## config.mk

```make
export PLATFORM = sky130hd
export DESIGN_NAME = regfile_sb
export DESIGN_NICKNAME = d
export VERILOG_FILES = /design/src/rtl/regfile_sb.sv
export SDC_FILE = /design/constraint.sdc
export NUM_CORES = 1
export LEC_CHECK = 0
export ABC_AREA = 1
export CAP_MARGIN = 10
export CORE_ASPECT_RATIO = 1.2
export CORE_UTILIZATION = 38
export CTS_BUF_LIST = sky130_fd_sc_hd__clkbuf_8
export DETAILED_ROUTE_END_ITERATION = 8
export GPL_ROUTABILITY_DRIVEN = 0
export HOLD_SLACK_MARGIN = 0.02
export PLACE_DENSITY = 0.53
export SLEW_MARGIN = 20
export SYNTH_ARGS = -nofsm -noshare
export SYNTH_HDL_FRONTEND = slang
export SYNTH_SLANG_ARGS = --single-unit
```

## constraint.sdc

```tcl
create_clock -name clk -period 5.4 [get_ports clk]
set_clock_uncertainty 0.05 [all_clocks]
set_input_delay 0.54 -clock clk [delete_from_list [all_inputs] [get_ports clk]]
set_output_delay 0.54 -clock clk [all_outputs]
set_load 0.03 [all_outputs]
```

## src/rtl/regfile_sb.sv

```systemverilog
// regfile_sb: 2**REGWIDTH x DATAWIDTH register file with two combinational
// read ports, one write port with bypass, link-register capture, and a
// per-register pending (scoreboard) bit with a registered busy count.
//
// Ports:
//   clk, rst_n        clock, async active-low reset
//   rSrc/dSrc         read port A address/data
//   rDst/dDst         read port B address/data
//   write/wAddr/
//   write_data        write-back port (clears pending bit of wAddr)
//   pc                link value stored on writes to the all-ones address
//   pend_set/
//   pend_addr         mark a register pending (load issued)
//   hazard            a non-bypassed read operand is pending
//   busy_cnt          number of pending registers
module regfile_sb #(
  parameter int DATAWIDTH = 16,
  parameter int REGWIDTH  = 4,
  parameter int LINK_EN   = 1
) (
  input  logic                 clk,
  input  logic                 rst_n,
  input  logic [REGWIDTH-1:0]  rSrc,
  input  logic [REGWIDTH-1:0]  rDst,
  output logic [DATAWIDTH-1:0] dSrc,
  output logic [DATAWIDTH-1:0] dDst,
  input  logic                 write,
  input  logic [REGWIDTH-1:0]  wAddr,
  input  logic [DATAWIDTH-1:0] write_data,
  input  logic [DATAWIDTH-1:0] pc,
  input  logic                 pend_set,
  input  logic [REGWIDTH-1:0]  pend_addr,
  output logic                 hazard,
  output logic [REGWIDTH:0]    busy_cnt
);

  localparam int NREG = 2 ** REGWIDTH;
  localparam logic [REGWIDTH-1:0] LINK_ADDR = '1;

  logic [DATAWIDTH-1:0] regs_q [NREG];
  logic [NREG-1:0]      pend_q, pend_d;
  logic [REGWIDTH:0]    busy_q, busy_d;
  logic                 wr_en, set_en;
  logic                 byp_s, byp_d;
  logic [DATAWIDTH-1:0] wval;

  assign wr_en  = write && (wAddr != '0);
  assign set_en = pend_set && (pend_addr != '0);
  assign wval   = ((LINK_EN != 0) && (wAddr == LINK_ADDR)) ? pc : write_data;
  assign byp_s  = wr_en && (wAddr == rSrc);
  assign byp_d  = wr_en && (wAddr == rDst);

  // Outputs are forced to 0 while in reset so a same-cycle bypass
  // cannot leak a discarded write onto the read ports.
  always_comb begin
    dSrc   = '0;
    dDst   = '0;
    hazard = 1'b0;
    if (rst_n) begin
      if (rSrc != '0) dSrc = byp_s ? wval : regs_q[rSrc];
      if (rDst != '0) dDst = byp_d ? wval : regs_q[rDst];
      hazard = ((rSrc != '0) && pend_q[rSrc] && !byp_s) ||
               ((rDst != '0) && pend_q[rDst] && !byp_d);
    end
  end

  // Clear first, then set, so a same-address set wins.
  always_comb begin
    pend_d = pend_q;
    if (wr_en)  pend_d[wAddr]     = 1'b0;
    if (set_en) pend_d[pend_addr] = 1'b1;
    pend_d[0] = 1'b0;
  end

  always_comb begin
    busy_d = '0;
    for (int i = 0; i < NREG; i++)
      busy_d = busy_d + {{REGWIDTH{1'b0}}, pend_d[i]};
  end

  always_ff @(posedge clk or negedge rst_n) begin
    if (!rst_n) begin
      for (int i = 0; i < NREG; i++) regs_q[i] <= '0;
    end else if (wr_en) begin
      regs_q[wAddr] <= wval;
    end
  end

  always_ff @(posedge clk or negedge rst_n) begin
    if (!rst_n) begin
      pend_q <= '0;
      busy_q <= '0;
    end else begin
      pend_q <= pend_d;
      busy_q <= busy_d;
    end
  end

  assign busy_cnt = busy_q;

endmodule

```

==> summary.txt <==
Synth
  • Syn Nets: 2319
  • Largest family of logic cells by synthesized area: compound AO/OA/AOI/OAI gates
  • Top post-synthesis cells by area: dfrtp_1 (43%), o21ai_0 (19%), nand2_1 (11%)
  • Mux share of post-synthesis cell area: 0%
  • Synth Area in XOR/XNOR: 0.275%
  • Post-synth cell types: 33
  • Post-Syn Area: 15900 um^2
  • Compound-Gate Fraction of Synth Area: 25.6%
  • Avg Synthesized Cell Area: 7.07 um^2
  • Post-Synth Simple-Gate Area: 20.1%
  • Post-synthesis sequential area ratio: 43.2%
  • Adder-Cell Fraction of Synth Area: 1.41%
  • Mapped Cells: 2255
  • Synth top area share: 43.2%
  • Register bit count reported by yosys: 275
  • Syn. warnings: 0
  • Post-synth top area cell: dfrtp_1

Worst setup path
  • Worst path arrival time: 4.84 ns
  • FF-to-FF End: busy_cnt[1]
  • Crit path max fanout: 5
  • Worst Setup Path Type: input pin to flop
  • R2R setup slack: 1.54 ns
  • Setup crit start kind: input pin
  • Worst Path Required: 5.91 ns
  • Setup crit end kind: flop
  • FF-to-FF Start: pend_q[1]
  • Worst r2r path cells: 14

Global routing
  • First-pass GRT wire length: 90.9 mm
  • Largest net degree at the start of global routing: 162
  • Grt met3 use: 4.66%
  • GR Util All Layers: 28.0%
  • Gr busiest metal: met2
  • Antenna violations before repair: 0
  • GRT overflow: 0
  • Vias in the first global route: 15223
  • Met2 Use GR: 45.2%
  • GRT met1 Usage: 36.6%

STA
  • Fmax achieved: 0.231 GHz
  • Min Hold Slack: 0.342 ns
  • Ratio of final minimum period to clock period: 80.2%
  • Max Transition Viols Final: 0
  • Final setup margin: 1.07 ns
  • Final min period: 4.33 ns
  • RSZ-0062 raised after global routing: false
  • Final Hold Vio Count: 0
  • Setup TNS: 0 ns
  • Worst slew pin tran: 1.05 ns
  • Final setup violation count: 0
  • Worst rel slew slack: 29.8%

Clocking
  • Root Buffer: clkbuf_8
  • H-tree level count: 2
  • Sink Count: 275
  • Clock transition at the registers of the reported paths: 0.06 ns
  • CTS tree: yes
  • Total CTS buffers: 50
  • Clock Latency Late Sink: 0.62 ns
  • Post-CTS setup buffers: 0
  • Clock Path Buffers: 3

Die
  • Die Width: 189 um
  • Core area: 41000 um^2
  • # IOs: 90
  • Die area: 42800 um^2
  • Die Span Y: 226 um
  • Row cnt: 81
  • Starting Density: 38.8%

Hold path
  • Hold Path Sink: regs_q[245]
  • Hold Path Depth: 0
  • Worst min-delay path category: flop to flop
  • HP Start: regs_q[245]

Drt
  • First DRT Iteration DRCs: 1603
  • Drt first pass iters: 8
  • Wire length per cell: 21.0 um
  • Routed Wire Length: 59.2 mm
  • DR vias: 15589
  • Vias per Instance: 5.52
  • Final ANT Viol Nets: 0
  • Residual DRC count: 0

Placed design
  • Port bufs: 88
  • Placed cell area: 17100 um^2
  • Hpwl dp: 35.2 mm
  • Place WS: 0.426 ns

Layout
  • Share of layout cells above drive strength 1: 6.78%
  • NumNets Final: 2316
  • # diodes: 0
  • Post-Layout Inst Area: 18000 um^2
  • Synth-to-layout area growth: 13.2%
  • Final Util: 44.0%

Power
  • Maximum vdd drop: 0.389 mV
  • Pwr Density: 365 nW/um^2
  • Leak pwr: 0.00828 uW

Outcome
  • Run status: complete, no violations

Job
  • Maxcap violations: 0
-- critical path, cell delays in order --
cell	delay (ns)
clkdlybuf4s50_1	0.57
inv_2	0.08
nor2_1	0.09
nand2_1	0.10
nor2_1	0.10
inv_1	0.06
nand2_1	0.05
o21ai_0	0.15
fa_1	0.58
inv_1	0.05
fa_1	0.47
inv_1	0.05
fa_1	0.47
inv_1	0.05
fa_1	0.47
inv_1	0.05
fa_1	0.38
inv_1	0.09
fa_1	0.39
inv_1	0.06
-- state kept, by name, summed over array words and instances (netlist names) --
signal    count
regs_q      256
pend_q       15
busy_cnt      4
-- timing repair --
item / CTS / global route
gates resized for setup: 0 / 0
hold endpoints to repair: 51 / 0
setup endpoints to repair: 0 / 0
hold buffers: 1 / 0
-- cells by family after synthesis --
| group | after synthesis |
|---|---|
| fa+ha+maj | 12 |
| buf+inv | 363 |
| xor+xnor | 5 |
| compound gates | 790 |
| flops | 275 |
| simple gates | 809 |
| other cells | 1 |
-- worst max-delay path by stage --
stage	startpoint	depth (start not counted)	endpoint
finish	wAddr[0]	20	busy_cnt[1]
floorplan	wAddr[1]	20	busy_cnt[1]
CTS	wAddr[3]	18	busy_cnt[1]
global route	wAddr[3]	18	busy_cnt[1]
global placement	wAddr[0]	20	busy_cnt[1]
detailed placement	wAddr[3]	18	busy_cnt[1]
-- per-stage QoR --
stage / cells / power, uW
after CTS: 2826 / 6630
final: 2826 / 6580
after global placement: 2738 / 4590
after global routing: 2826 / 7040
after floorplan: 2255 / 4020
after detailed placement: 2738 / 4640
-- cells in the mapped netlist --
cell / number
nor2_2: 3
nor2_1: 253
a31oi_2: 2
inv_2: 9
nand3b_1: 1
nand3_1: 94
conb_1: 1
nor2_8: 1
xnor2_1: 1
buf_4: 4
nor3_1: 2
clkinv_1: 1
nand2_2: 1
inv_4: 1
a21oi_1: 131
o211ai_1: 16
fa_1: 10
o21ai_2: 16
o21ai_0: 593
clkbuf_1: 118
buf_2: 57
or2_1: 5
nand4_1: 1
a32oi_1: 1
dfrtp_1: 275
o21ai_1: 19
buf_1: 8
xor2_1: 4
buf_6: 6
inv_1: 159
ha_1: 2
nand2_1: 448
o22ai_1: 12
-- final cells by class --
class                      count  area (um^2)
sequential                   275         6880
multi-input combinational   1617         7560
tap                          539          674
clock inverter                26          138
timing repair buffer         138         1300
fill                        4232        23000
clock buffer                  61          840
inverter                     170          643
-- layout by cell type, fill, tap and decap left out --
cell             count
a21oi_1            131
a31oi_2              2
a32oi_1              1
buf_12               4
buf_4               49
buf_8                1
bufinv_16            1
clkbuf_8            61
clkdlybuf4s50_1     83
clkinv_1             2
clkinv_2             5
conb_1               1
dfrtp_1            275
dlygate4sd3_1        1
fa_1                10
ha_1                 2
inv_1              177
inv_2                8
inv_4                1
inv_6                2
nand2_1            448
nand2_2              1
nand3_1             94
nand3b_1             1
nand4_1              1
nor2_1             253
nor2_2               3
nor2_8               1
nor3_1               2
o211ai_1            16
o21ai_0            593
o21ai_1             19
o21ai_2             16
o22ai_1             12
or2_1                5
xnor2_1              1
xor2_1               4
-- layer usage --
metal  up-vias  routed length (um)  share of wire, %
met5         -                   0                 0
met4         0                2720               4.6
met3       138                4410               7.5
met2       697               27000                46
met1      7370               25000                42
li1       7384                   -                 -
-- power by group --
| part | internal, uW | leakage, uW | switching (uW) |
|---|---|---|---|
| Sequential | 2500 | 0.00348 | 273 |
| Combinational | 700 | 0.00422 | 1140 |
| Clock | 1060 | 0.000580 | 912 |
| Total | 4260 | 0.00828 | 2320 |
Note: power is estimated with default switching activity, not from simulation.
